$ cat src/rtl/vend_payout_ctrl.sv
// vend_payout_ctrl: executes the vending FSM outcome.
// It runs the product motor, then ejects change coins one at a time,
// and waits for the hopper sensor to confirm each coin. If a coin is
// never confirmed, the block enters a sticky fault state.
module vend_payout_ctrl #(
   parameter int MOTOR_CYCLES  = 8,
   parameter int PULSE_CYCLES  = 2,
   parameter int SENSE_TIMEOUT = 16
) (
   input  logic       clock,
   input  logic       reset,
   input  logic       req,
   input  logic       vend,
   input  logic [1:0] change,
   input  logic       coin_sense,
   output logic       motor_on,
   output logic       coin_kick,
   output logic       busy,
   output logic       done,
   output logic       fault,
   output logic [1:0] coins_paid
);

   localparam logic [2:0] ST_IDLE  = 3'd0;
   localparam logic [2:0] ST_MOTOR = 3'd1;
   localparam logic [2:0] ST_KICK  = 3'd2;
   localparam logic [2:0] ST_WAIT  = 3'd3;
   localparam logic [2:0] ST_DONE  = 3'd4;
   localparam logic [2:0] ST_FAULT = 3'd5;

   // One shared cycle counter serves the motor, kick and wait phases,
   // so it is sized for the longest of the three.
   localparam int CNT_MAX_MK = (MOTOR_CYCLES > PULSE_CYCLES) ? MOTOR_CYCLES : PULSE_CYCLES;
   localparam int CNT_MAX    = (CNT_MAX_MK > SENSE_TIMEOUT) ? CNT_MAX_MK : SENSE_TIMEOUT;
   localparam int CNT_W      = (CNT_MAX > 1) ? $clog2(CNT_MAX) : 1;

   localparam logic [CNT_W-1:0] MOTOR_LAST = CNT_W'(MOTOR_CYCLES - 1);
   localparam logic [CNT_W-1:0] PULSE_LAST = CNT_W'(PULSE_CYCLES - 1);
   localparam logic [CNT_W-1:0] WAIT_LAST  = CNT_W'(SENSE_TIMEOUT - 1);
   localparam logic [CNT_W-1:0] CNT_ZERO   = CNT_W'(0);
   localparam logic [CNT_W-1:0] CNT_ONE    = CNT_W'(1);

   logic [2:0]       state_q, state_d;
   logic [CNT_W-1:0] cnt_q, cnt_d;
   logic [1:0]       rem_q, rem_d;
   logic [1:0]       paid_q, paid_d;
   logic             motor_q, motor_d;
   logic             kick_q, kick_d;
   logic             busy_q, busy_d;
   logic             done_q, done_d;
   logic             fault_q, fault_d;

   // Next-state, counter and coin bookkeeping for the payout sequence.
   always_comb begin
      state_d = state_q;
      cnt_d   = cnt_q;
      rem_d   = rem_q;
      paid_d  = paid_q;
      case (state_q)
         ST_IDLE: begin
            if (req) begin
               rem_d  = change;
               paid_d = 2'd0;
               cnt_d  = CNT_ZERO;
               if (vend) begin
                  state_d = ST_MOTOR;
               end else if (change != 2'd0) begin
                  state_d = ST_KICK;
               end else begin
                  state_d = ST_DONE;
               end
            end else begin
               state_d = ST_IDLE;
            end
         end
         ST_MOTOR: begin
            if (cnt_q == MOTOR_LAST) begin
               cnt_d   = CNT_ZERO;
               state_d = (rem_q != 2'd0) ? ST_KICK : ST_DONE;
            end else begin
               cnt_d = cnt_q + CNT_ONE;
            end
         end
         ST_KICK: begin
            if (cnt_q == PULSE_LAST) begin
               cnt_d   = CNT_ZERO;
               state_d = ST_WAIT;
            end else begin
               cnt_d = cnt_q + CNT_ONE;
            end
         end
         ST_WAIT: begin
            // A sense on the last allowed cycle still counts: sense wins.
            if (coin_sense) begin
               cnt_d = CNT_ZERO;
               if (rem_q != 2'd0) begin
                  rem_d = rem_q - 2'd1;
               end else begin
                  rem_d = rem_q;
               end
               if (paid_q != 2'd3) begin
                  paid_d = paid_q + 2'd1;
               end else begin
                  paid_d = paid_q;
               end
               state_d = (rem_q > 2'd1) ? ST_KICK : ST_DONE;
            end else if (cnt_q == WAIT_LAST) begin
               cnt_d   = CNT_ZERO;
               state_d = ST_FAULT;
            end else begin
               cnt_d = cnt_q + CNT_ONE;
            end
         end
         ST_DONE: begin
            state_d = ST_IDLE;
         end
         ST_FAULT: begin
            state_d = ST_FAULT;
         end
         default: begin
            state_d = ST_IDLE;
            cnt_d   = CNT_ZERO;
         end
      endcase
   end

   // Output values for the upcoming state, so outputs align with the state register.
   always_comb begin
      motor_d = (state_d == ST_MOTOR);
      kick_d  = (state_d == ST_KICK);
      done_d  = (state_d == ST_DONE);
      fault_d = (state_d == ST_FAULT);
      busy_d  = (state_d == ST_MOTOR) || (state_d == ST_KICK) ||
                (state_d == ST_WAIT)  || (state_d == ST_DONE);
   end

   // State, counters and registered outputs with synchronous active-low reset.
   always_ff @(posedge clock) begin
      if (!reset) begin
         state_q <= ST_IDLE;
         cnt_q   <= CNT_ZERO;
         rem_q   <= 2'd0;
         paid_q  <= 2'd0;
         motor_q <= 1'b0;
         kick_q  <= 1'b0;
         busy_q  <= 1'b0;
         done_q  <= 1'b0;
         fault_q <= 1'b0;
      end else begin
         state_q <= state_d;
         cnt_q   <= cnt_d;
         rem_q   <= rem_d;
         paid_q  <= paid_d;
         motor_q <= motor_d;
         kick_q  <= kick_d;
         busy_q  <= busy_d;
         done_q  <= done_d;
         fault_q <= fault_d;
      end
   end

   assign motor_on   = motor_q;
   assign coin_kick  = kick_q;
   assign busy       = busy_q;
   assign done       = done_q;
   assign fault      = fault_q;
   assign coins_paid = paid_q;

endmodule

$ cat config.mk
export PLATFORM = sky130hd
export DESIGN_NAME = vend_payout_ctrl
export DESIGN_NICKNAME = d
export VERILOG_FILES = /design/src/rtl/vend_payout_ctrl.sv
export SDC_FILE = /design/constraint.sdc
export NUM_CORES = 1
export LEC_CHECK = 0
export BUFFER_PORTS_ARGS = -buffer_cell sky130_fd_sc_hd__buf_2
export CAP_MARGIN = 20
export CORE_ASPECT_RATIO = 0.6
export CORE_MARGIN = 8
export CORE_UTILIZATION = 23
export CTS_CLUSTER_SIZE = 8
export DETAILED_ROUTE_END_ITERATION = 12
export HOLD_SLACK_MARGIN = 0.1
export PLACE_DENSITY = 0.46
export SYNTH_ARGS = -nofsm -noshare
export SYNTH_HDL_FRONTEND = slang
export SYNTH_SLANG_ARGS = --single-unit
$ cat constraint.sdc
create_clock -name clock -period 3.1 [get_ports clock]
set_input_delay 0.155 -clock clock [delete_from_list [all_inputs] [get_ports clock]]
set_output_delay 0.155 -clock clock [all_outputs]
set_load 0.01 [all_outputs]
==> summary.md <==
| Metric | Value |
|---|---|
| Status | `finished, final reports clean` |
| Crit-path cells | `and4bb_1 -> a32o_1 -> a221o_1 -> a311o_1 -> o31ai_1` |
| Crit path DAT | `2010 ps` |
| Row count | `18` |
| GPL Wtd Cong | `0.7826` |
| Die Ht | `65.94 um` |
| Worst slew pin tran | `474.3 ps` |
| Yosys warnings | `0` |
| EDFF count, synth | `0` |
| Post-Synthesis Cells | `121` |
| Max Fclk | `545.8 MHz` |
| Starting Density | `0.2358` |
| Worst R2R Start | `state_q[2]` |
| Vias in the first global route | `813` |
| Worst r2r path cells | `5` |
| Largest net degree at the start of global routing | `15` |
| Crit path to | `busy` |
| DRC | `0` |
| CTS tree | `built` |
| Layout area overhead | `15.58%` |
| CP Launch Type | `flip-flop` |
| Worst path depth | `5` |
| Setup bufs post-CTS | `0` |
| Sequential area share after synthesis | `0.3351` |
| Post-layout min period | `1832 ps` |
| P per Cell Area | `464.4 mW/mm2` |
| DR pass1 iterations | `4` |
| Leak | `0.0004753 uW` |
| PortBufs | `13` |
| CTS H-tree depth | `1` |
| Grt ovf | `0` |
| Critical Path End Type | `flip-flop` |
| Fin crit share | `0.5910` |
| Final setup viols | `0` |
| Clock Sinks | `16` |
| Sequential cell area | `320.3 um2` |
| Number of max-cap violations | `0` |
| Reg2reg setup slack | `1270 ps` |
| Final Util | `0.2725` |
| GR Util All Layers | `0.07373` |
| Setup Skew | `2.215 ps` |
| Max-slew violations | `0` |
| Syn Area/Cell | `7.900 um2` |
| Asr flop ratio synth | `0` |
| Share of cells above drive strength 1 | `0.1439` |
| Dpl hpwl | `1.723 mm` |
| Clk slew on worst S/H paths | `70 ps` |
| CTS Buffer Depth | `2` |
| Antenna viol nets, final | `0` |
| Worst hold path type | `in -> reg` |
| CP startpoint | `state_q[2]` |
| Synth Cell Area | `955.9 um2` |
| Via count | `844` |
| Initial antenna violation count | `0` |
| Crit path kind | `reg -> reg` |
| CP required | `3270 ps` |
| Worst VDD drop | `0.1756 mV` |
| TritonCTS Buffers | `3` |
| Die Area | `0.006543 mm2` |
| Fillcell total | `451` |
| Max stage delay on crit path | `600 ps` |
| Via/cell ratio | `4.637` |
| Routed WL | `2.239 mm` |
| Setup TNS | `0 ps` |
| Slowest CP cell | `dfxtp_1` |
| Seq cells post-synth | `16` |
| Multi-input logic area | `564.3 um2` |
| Clk Latency, worst-skew pair | `250 ps` |
| Layout Nets | `145` |
| Antenna fix cells | `0` |
| Worst slew margin | `0.6798` |
| First-pass GRT wire length | `3.829 mm` |
| Core ar. | `0.004054 mm2` |
| Width of the chip | `99.23 um` |
| Worst-path maximum fanout | `14` |
| Post-synthesis cell type count | `39` |
| Net Count, Synth | `133` |
| Cell family with most CP delay | `compound AO/OA/AOI/OAI gates` |
| RSZ-0062 raised after global routing | `no` |
| Hold Violations, Final | `0` |
| Post-CTS Resized | `0` |
| Reg2reg end | `busy` |
| Routed WL per cell | `12.30 um` |
| CTS Root Cell | `clkbuf_8` |
| Crit path buf inv count | `0` |
| IO Count | `14` |
| Hold buffers post-CTS | `0` |
| Synth Flop Type | `dfxtp_1` |
| DRT iter0 DRCs | `52` |
-- metrics by stage --
stage | instances | setup WS [ps] | cell area, um2 | power, uW | hold slack [ps]
after floorplan | 121 | 1415 | 955.9 | 302.0 | 288.4
after global placement | 178 | 1317 | 1050 | 327.7 | 431.7
after detailed placement | 178 | 1283 | 1050 | 327.7 | 434.7
after CTS | 182 | 1273 | 1105 | 522.7 | 160.8
after global routing | 182 | 1157 | 1105 | 545.3 | 171.6
final | 182 | 1268 | 1105 | 513.0 | 169.5
-- registers in the layout (all words and copies together), names as in the netlist --
signal and flops:
busy 1, cnt_q 4, coin_kick 1, coins_paid 2
done 1, fault 1, motor_on 1, rem_q 2
state_q 3
-- logic make-up after synthesis --
kind of cell,after synthesis,synth area share
flip-flops,16,0.3351
adder cells (fa/ha/maj),5,0.06545
AO/OA/AOI/OAI,29,0.2108
multiplexers,3,0.03141
buffers and inverters,16,0.07461
AND/OR/NAND/NOR,52,0.2827
-- placed cells by master (no fill, tap or decap), types with 2 or more instances in the layout --
master,instances
o21ai_1,2
o21a_1,3
nand3_1,5
ha_1,5
nand2b_1,3
dfxtp_1,16
o21ai_0,4
nand2_1,10
or3b_1,2
nor4_1,2
buf_2,13
mux2i_1,3
clkbuf_8,4
a21oi_1,7
inv_1,10
nor3_1,4
nor2_1,14
nor2b_1,5
-- power breakdown --
group | switching [uW] | internal [uW] | total (uW)
clock | 77.6 | 113 | 190
sequential | 13.1 | 218 | 231
combinational | 52.4 | 39.4 | 91.8
-- synthesized netlist by cell type (3+ instances only) --
master,number,share of area
o21ai_0,4,0.021
nor2_1,14,0.055
nor3_1,4,0.021
buf_2,3,0.016
dfxtp_1,16,0.34
nand2b_1,3,0.020
ha_1,5,0.065
inv_1,10,0.039
nand2_1,10,0.039
nor2b_1,5,0.033
mux2i_1,3,0.031
o21a_1,3,0.024
nand3_1,5,0.026
a21oi_1,7,0.037
-- layer usage --
layer | vias up | part of all wire | GRT usage | wire length, um
met1 | 378 | 0.54 | 0.09885 | 1204
met2 | 13 | 0.39 | 0.1066 | 884
li1 | 450 | - | - | -
met4 | 0 | 0.0085 | 0.01685 | 19
met5 | - | 0 | 0 | 0
met3 | 3 | 0.059 | 0.03046 | 131
-- worst reg2reg max path: stages, from the launching register on --
cell and delay, ps:
dfxtp_1 600, and4bb_1 270, a32o_1 210, a221o_1 290, a311o_1 330, o31ai_1 60
-- worst min path at each step --
stage | startpoint | to | slack (ps) | depth (start not counted)
finish | reset | rem_q[1] | 170 | 2
global route | reset | rem_q[1] | 170 | 2
CTS | reset | rem_q[1] | 160 | 2
detailed placement | reset | rem_q[1] | 430 | 2
global placement | reset | rem_q[1] | 430 | 2
floorplan | reset | rem_q[1] | 290 | 1
-- final cells by class --
cell class                      instances  area share
Clock buffer                            4     0.04983
Inverter                               10     0.03398
Multi-Input combinational cell         89      0.5108
Sequential cell                        16      0.2899
Tap cell                               50     0.05663
Timing Repair Buffer                   13     0.05889
Power figures use the tool's default switching activity.
